File: config.mk
export PLATFORM = sky130hd
export DESIGN_NAME = interrupt_ctrl
export DESIGN_NICKNAME = d
export VERILOG_FILES = /design/src/rtl/gb_pkg.sv /design/src/rtl/intc_prio_enc.sv /design/src/rtl/interrupt_ctrl.sv
export SDC_FILE = /design/constraint.sdc
export NUM_CORES = 1
export LEC_CHECK = 0
export ABC_AREA = 1
export CORE_MARGIN = 4
export CORE_UTILIZATION = 45
export CTS_CLUSTER_DIAMETER = 30
export DETAILED_ROUTE_END_ITERATION = 10
export PLACE_DENSITY = 0.78
export SETUP_SLACK_MARGIN = 0.2
export SLEW_MARGIN = 20
export SYNTH_ARGS = -nofsm -noshare
export SYNTH_HDL_FRONTEND = slang
export SYNTH_HIERARCHICAL = 1
export SYNTH_SLANG_ARGS = --single-unit
export TNS_END_PERCENT = 5
File: constraint.sdc
create_clock -name clk -period 3.8 [get_ports clk]
set_clock_uncertainty 0.05 [all_clocks]
set_input_delay 0.76 -clock clk [delete_from_list [all_inputs] [get_ports clk]]
set_output_delay 0.76 -clock clk [all_outputs]
set_load 0.03 [all_outputs]
File: src/rtl/gb_pkg.sv
// Shared GameBoy definitions: IRQ source indices, IO addresses and the
// interrupt-controller dispatch state encoding.
package gb_pkg;

  localparam int unsigned INTC_NUM_IRQ = 5;

  // Interrupt sources, bit 0 is the highest priority
  localparam int unsigned IRQ_VBLANK = 0;
  localparam int unsigned IRQ_STAT   = 1;
  localparam int unsigned IRQ_TIMER  = 2;
  localparam int unsigned IRQ_SERIAL = 3;
  localparam int unsigned IRQ_JOYPAD = 4;

  // IO register addresses
  localparam logic [15:0] GB_IF_ADDR = 16'hFF0F;
  localparam logic [15:0] GB_IE_ADDR = 16'hFFFF;

  // Vector of source 0; source i dispatches to base + 8*i
  localparam logic [7:0] INTC_VEC_BASE = 8'h40;

  typedef enum logic [1:0] {
    IDLE = 2'd0,
    REQ  = 2'd1,
    ACK  = 2'd2
  } intc_state_t;

endpackage

File: src/rtl/intc_prio_enc.sv
// Fixed-priority encoder: the lowest set bit of pending wins.
// Ports:
//   pending  in   N     request vector
//   valid    out  1     any bit set (combinational)
//   idx      out  IDXW  index of the lowest set bit, 0 when none (combinational)
module intc_prio_enc
  import gb_pkg::*;
#(
  parameter int unsigned N    = INTC_NUM_IRQ,
  parameter int unsigned IDXW = (N > 1) ? $clog2(N) : 1
) (
  input  logic [N-1:0]    pending,
  output logic            valid,
  output logic [IDXW-1:0] idx
);

  // Scan high to low so the lowest set index is written last
  always_comb begin
    valid = 1'b0;
    idx   = '0;
    for (int i = N - 1; i >= 0; i--) begin
      if (pending[i]) begin
        valid = 1'b1;
        idx   = IDXW'(i);
      end
    end
  end

endmodule

File: src/rtl/interrupt_ctrl.sv
// GameBoy interrupt controller: owns IF and IE, latches rising edges of the
// peripheral level requests, and runs the req/vector/ack dispatch to the CPU.
// Optional feature macro: INTC_HALT_WAKE_EN (adds cpu_halted input, wake output).
// Ports:
//   clk, rst_n           clock, async active-low reset
//   ct                   machine-cycle phase; dispatch starts only when ct==0
//   a, din, rd, wr       IO bus; dout is combinational, 8'hFF when not addressed
//   irq_in / irq_ack     level requests in, one-cycle per-source ack out
//   ime                  CPU master interrupt enable
//   cpu_int_req/vec/ack  dispatch handshake with the CPU core
module interrupt_ctrl
  import gb_pkg::*;
#(
  parameter int unsigned NUM_IRQ  = INTC_NUM_IRQ,
  parameter logic [15:0] IF_ADDR  = GB_IF_ADDR,
  parameter logic [15:0] IE_ADDR  = GB_IE_ADDR,
  parameter logic [7:0]  VEC_BASE = INTC_VEC_BASE
) (
  input  logic               clk,
  input  logic               rst_n,
  input  logic [1:0]         ct,
  input  logic [15:0]        a,
  input  logic [7:0]         din,
  output logic [7:0]         dout,
  input  logic               rd,
  input  logic               wr,
  input  logic [NUM_IRQ-1:0] irq_in,
  output logic [NUM_IRQ-1:0] irq_ack,
  input  logic               ime,
`ifdef INTC_HALT_WAKE_EN
  input  logic               cpu_halted,
  output logic               wake,
`endif
  output logic               cpu_int_req,
  output logic [7:0]         cpu_int_vec,
  input  logic               cpu_int_ack
);

  localparam int unsigned IDXW = (NUM_IRQ > 1) ? $clog2(NUM_IRQ) : 1;

  intc_state_t        state_q, state_d;
  logic [NUM_IRQ-1:0] if_q, if_d;
  logic [7:0]         ie_q, ie_d;
  logic [NUM_IRQ-1:0] irq_prev_q;
  logic [NUM_IRQ-1:0] rise;
  logic               cap_valid_q;
  logic [IDXW-1:0]    cap_idx_q;
  logic [NUM_IRQ-1:0] clr_mask;

  logic               live_valid, nxt_valid;
  logic [IDXW-1:0]    live_idx, nxt_idx;

  assign rise     = irq_in & ~irq_prev_q;
  assign clr_mask = NUM_IRQ'(1) << cap_idx_q;

  // Current pending drives the dispatch decision and the index capture
  intc_prio_enc #(.N(NUM_IRQ), .IDXW(IDXW)) u_prio_live (
    .pending (if_q & ie_q[NUM_IRQ-1:0]),
    .valid   (live_valid),
    .idx     (live_idx)
  );

  // Next-cycle pending feeds the registered vector so it tracks IF/IE exactly
  intc_prio_enc #(.N(NUM_IRQ), .IDXW(IDXW)) u_prio_nxt (
    .pending (if_d & ie_d[NUM_IRQ-1:0]),
    .valid   (nxt_valid),
    .idx     (nxt_idx)
  );

  // Bus read mux
  always_comb begin
    dout = 8'hFF;
    if (rd && a == IF_ADDR) begin
      dout[NUM_IRQ-1:0] = if_q;
    end else if (rd && a == IE_ADDR) begin
      dout = ie_q;
    end
  end

  // Next state and next IF/IE; priority: ack clear < bus write < rising edge
  always_comb begin
    state_d = state_q;
    if_d    = if_q;
    ie_d    = ie_q;
    unique case (state_q)
      IDLE: if (ct == 2'b00 && ime && live_valid) state_d = REQ;
      REQ:  if (cpu_int_ack) state_d = ACK;
      ACK: begin
        state_d = IDLE;
        if (cap_valid_q) if_d = if_q & ~clr_mask;
      end
      default: state_d = IDLE;
    endcase
    if (wr && a == IF_ADDR) if_d = din[NUM_IRQ-1:0];
    if (wr && a == IE_ADDR) ie_d = din;
    if_d = if_d | rise;
  end

  // State, registers and registered outputs
  always_ff @(posedge clk or negedge rst_n) begin
    if (!rst_n) begin
      state_q     <= IDLE;
      if_q        <= '0;
      ie_q        <= 8'h00;
      irq_prev_q  <= '0;
      cap_valid_q <= 1'b0;
      cap_idx_q   <= '0;
      irq_ack     <= '0;
      cpu_int_req <= 1'b0;
      cpu_int_vec <= 8'h00;
    end else begin
      state_q     <= state_d;
      if_q        <= if_d;
      ie_q        <= ie_d;
      irq_prev_q  <= irq_in;
      irq_ack     <= if_q & ~if_d;
      cpu_int_req <= (state_d == REQ);
      // Pending vanishing during REQ leaves req high with a null vector
      cpu_int_vec <= (state_d == REQ && nxt_valid)
                     ? 8'(VEC_BASE + (8'(nxt_idx) << 3)) : 8'h00;
      if (state_q == REQ && cpu_int_ack) begin
        cap_valid_q <= live_valid;
        cap_idx_q   <= live_idx;
      end
    end
  end

`ifdef INTC_HALT_WAKE_EN
  // Wake from HALT on any enabled pending request, independent of ime
  always_ff @(posedge clk or negedge rst_n) begin
    if (!rst_n) wake <= 1'b0;
    else        wake <= cpu_halted && live_valid;
  end
`endif

endmodule
==> results_dict.tcl <==
set metrics [dict create \
    via_count 1676 \
    holdWs_ns 0.419 \
    synthCells 248 \
    cts_setup_buffers 0 \
    core_area_um2 4030 \
    grt_use_total_pct 16.3 \
    max-vdd-ir-drop_mv 0.196 \
    post-route-period-util_pct 92.3 \
    std_cell_rows 23 \
    grt_pass1_wl_um 6690 \
    drc_errors 0 \
    diodes 0 \
    post_dp_cell_area_um2 2460 \
    crit_fanout 8 \
    htreeDepth 2 \
    root_buffer "clkbuf_8" \
    port_buffers 54 \
    crit_required_ns 2.99 \
    fin_cells 358 \
    fill_cells 367 \
    antenna_found_initial 0 \
    synth_cell_types 25 \
    slew_viol_final 0 \
    hold_viol 0 \
    holdPathStages 2 \
    tightest_slew_ns 0.651 \
    max_freq_mhz 285 \
    hp-start "ie_q[6]$_DFFE_PN0N_" \
    crit_slowest_cell "clkdlybuf4s50_1" \
    cts_tree "built" \
    wire_per_inst_um 10.9 \
    drive_gt1_share_pct 11.0 \
    synth_top_area_share_pct 45.2 \
    holdCritPathClass "reg -> reg" \
    outcome "finished clean" \
    syn-cell-area_um2 1880 \
    hpwl_um 3120 \
    synth_top_area_cell "dfrtp_1" \
    multiInputGateArea_um2 816 \
    crit_path_start_kind "input port" \
    syn_avg_cell_area_um2 7.59 \
    syn_to_final_growth_pct 35.6 \
    finalPower_uw 810 \
    tns_ns 0 \
    dieArea_um2 5280 \
    ant_nets 0 \
    grt_max_degree 35 \
    cpMostUsedCell "nand2_1" \
    grt_pass1_vias 1565 \
    dr.pass1.iters 4 \
    yosysMostFrequentCell "nand2_1" \
    timing.final.crit_period_ns 3.51 \
    cts_buffers 5 \
    maxCapViolCount 0 \
    setup_viol 0 \
    pin_count 59 \
    wl_um 3890 \
    viasPerCell 4.68 \
    power.density_nw_per_um2 318 \
    placed_cells 350 \
    synth_warnings 6 \
    yosys_most_used_dff "dfrtp_1" \
    crit_path_end_kind "primary output" \
    crit_chain "clkdlybuf4s50_1, nand2_1, inv_1, nand2_1, nor2_4, nand2_2, nor2_4, nand2_1, o21ai_1, inv_1, clkdlybuf4s50_1" \
    finalNetCount 344 \
    timing_worst_setup_path_type "in -> out" \
    ys_ff_latch 34 \
    grt_overflow_total 0 \
    die_w_um 72.7 \
    crit_start "a[3]" \
    ys_seq_area_share_pct 45.2 \
    path_clk_slew_ns 0.07 \
    critPathMaxStageDelay_ns 0.58 \
    crit_family "buffers and inverters" \
    relSlewSlack_pct 56.4 \
    regArea_um2 851 \
    synth_edf_count 0 \
    drtIter0Drc 68 \
    cp_data_arrival_time_ns 2.70 \
    leakage_nw 1.37 \
    r2r_start "state_q[0]$_DFF_PN0_" \
    clock_path_buffers 2 \
    ys_async_sr_fraction_pct 100 \
    ctsHoldBuffers 0 \
    ys_top_cells_by_count "70 x nand2_1, 47 x inv_1, 34 x dfrtp_1, 27 x nor2_1, 12 x nand3_1" \
    clk_latency_ns 0.28 \
    ys_top_cells_by_area "dfrtp_1 45%, nand2_1 14%, inv_1 9.4%, nor2_1 5.4%, nand3_1 3.2%" \
    rr_worst_depth 12 \
    fin_area_um2 2550 \
    crit_cells 11 \
    rsz0062_at_grt "true" \
    start_util_pct 46.7 \
    routabilityCongestion 0.836 \
    die_h_um 72.7 \
    path_buf_inv 4 \
    cts.sinks 34 \
]
[per-stage QoR]
stage	util, %	setup WS (ns)
2_1_floorplan	-	1.35
3_3_place_gp	61.0	0.279
3_5_place_dp	61.0	0.269
4_1_cts	63.3	0.267
5_1_grt	63.3	0.119
6_report	63.3	0.294
[power by group]
group | internal [mW] | switching [mW]
Clock | 0.146 | 0.121
Combinational | 0.0650 | 0.0763
Sequential | 0.384 | 0.0175
[metal layers]
metal / vias up / track usage (%) / share of wire (%)
li1: 863 / - / -
met1: 750 / 20.3 / 40
met2: 55 / 27.0 / 49
met3: 8 / 4.13 / 8.5
met4: 0 / 6.76 / 2.1
met5: - / 0 / 0
[sequential cells by signal, indices dropped and copies added, names as in the netlist]
signal and cells:
if_q 5, cap_idx_q 3, ie_q 8, cap_valid_q 1
irq_ack 5, irq_prev_q 5, state_q 2, cpu_int_vec 4
cpu_int_req 1
[path summary, 6_finish.rpt]
path                                                 end  slack [ns]
max in group asynchronous        irq_prev_q[1]$_DFF_PN0_        2.56
worst max-delay path                             dout[2]        0.29
worst max register to register  cpu_int_vec[5]$_DFF_PN0_        2.03
min in group asynchronous          cpu_int_req$_DFF_PN0_        0.82
worst min-delay path                 ie_q[6]$_DFFE_PN0N_        0.42
worst min register to register       ie_q[6]$_DFFE_PN0N_        0.42
[worst reg2reg max path, stage by stage (launching register included)]
cell	delay, ns
dfrtp_1	0.41
inv_1	0.08
nand3_1	0.09
nor2_1	0.19
a21oi_1	0.10
nand2_1	0.08
nand3_2	0.09
nand2_1	0.10
inv_1	0.06
nor2_2	0.13
nand3b_1	0.09
nand2_1	0.13
nor2_1	0.05
[cells by family (layout without fill, tap and decap cells)]
kind of cell / after synthesis / in the layout / synth area share [%]
DFF: 34 / 34 / 45.2
other: 1 / 4 / 0.199
AOI/OAI and AO/OA: 14 / 14 / 3.99
and+or+nand+nor: 145 / 145 / 38.6
buffers and inverters: 54 / 111 / 12.0
[cells in the final DEF, fill, tap and decap left out, drive strengths merged, types with 2 or more instances in the layout]
master and n:
nand4 5, inv 48, clkbuf 7, a21oi 4, nand2 77, a31oi 2
o21ai 6, or2 3, clkdlybuf4s50 53, dfrtp 34, nand3b 3, o22ai 2
conb 4, nand3 19, nor2 38
[cell type report]
cell class	count	share of cell area [%]
Inverter	48	7.06
Clock buffer	7	3.38
Clock inverter	1	0.196
Timing Repair Buffer	55	21.6
Tap cell	50	2.45
Sequential cell	34	33.3
Multi-Input combinational cell	163	32.0
[repair_timing]
action                     CTS  global route
gates resized for setup      0             1
hold endpoints to repair     0             0
setup endpoints to repair    0             5
No activity file was read; power rests on OpenSTA's default activity.
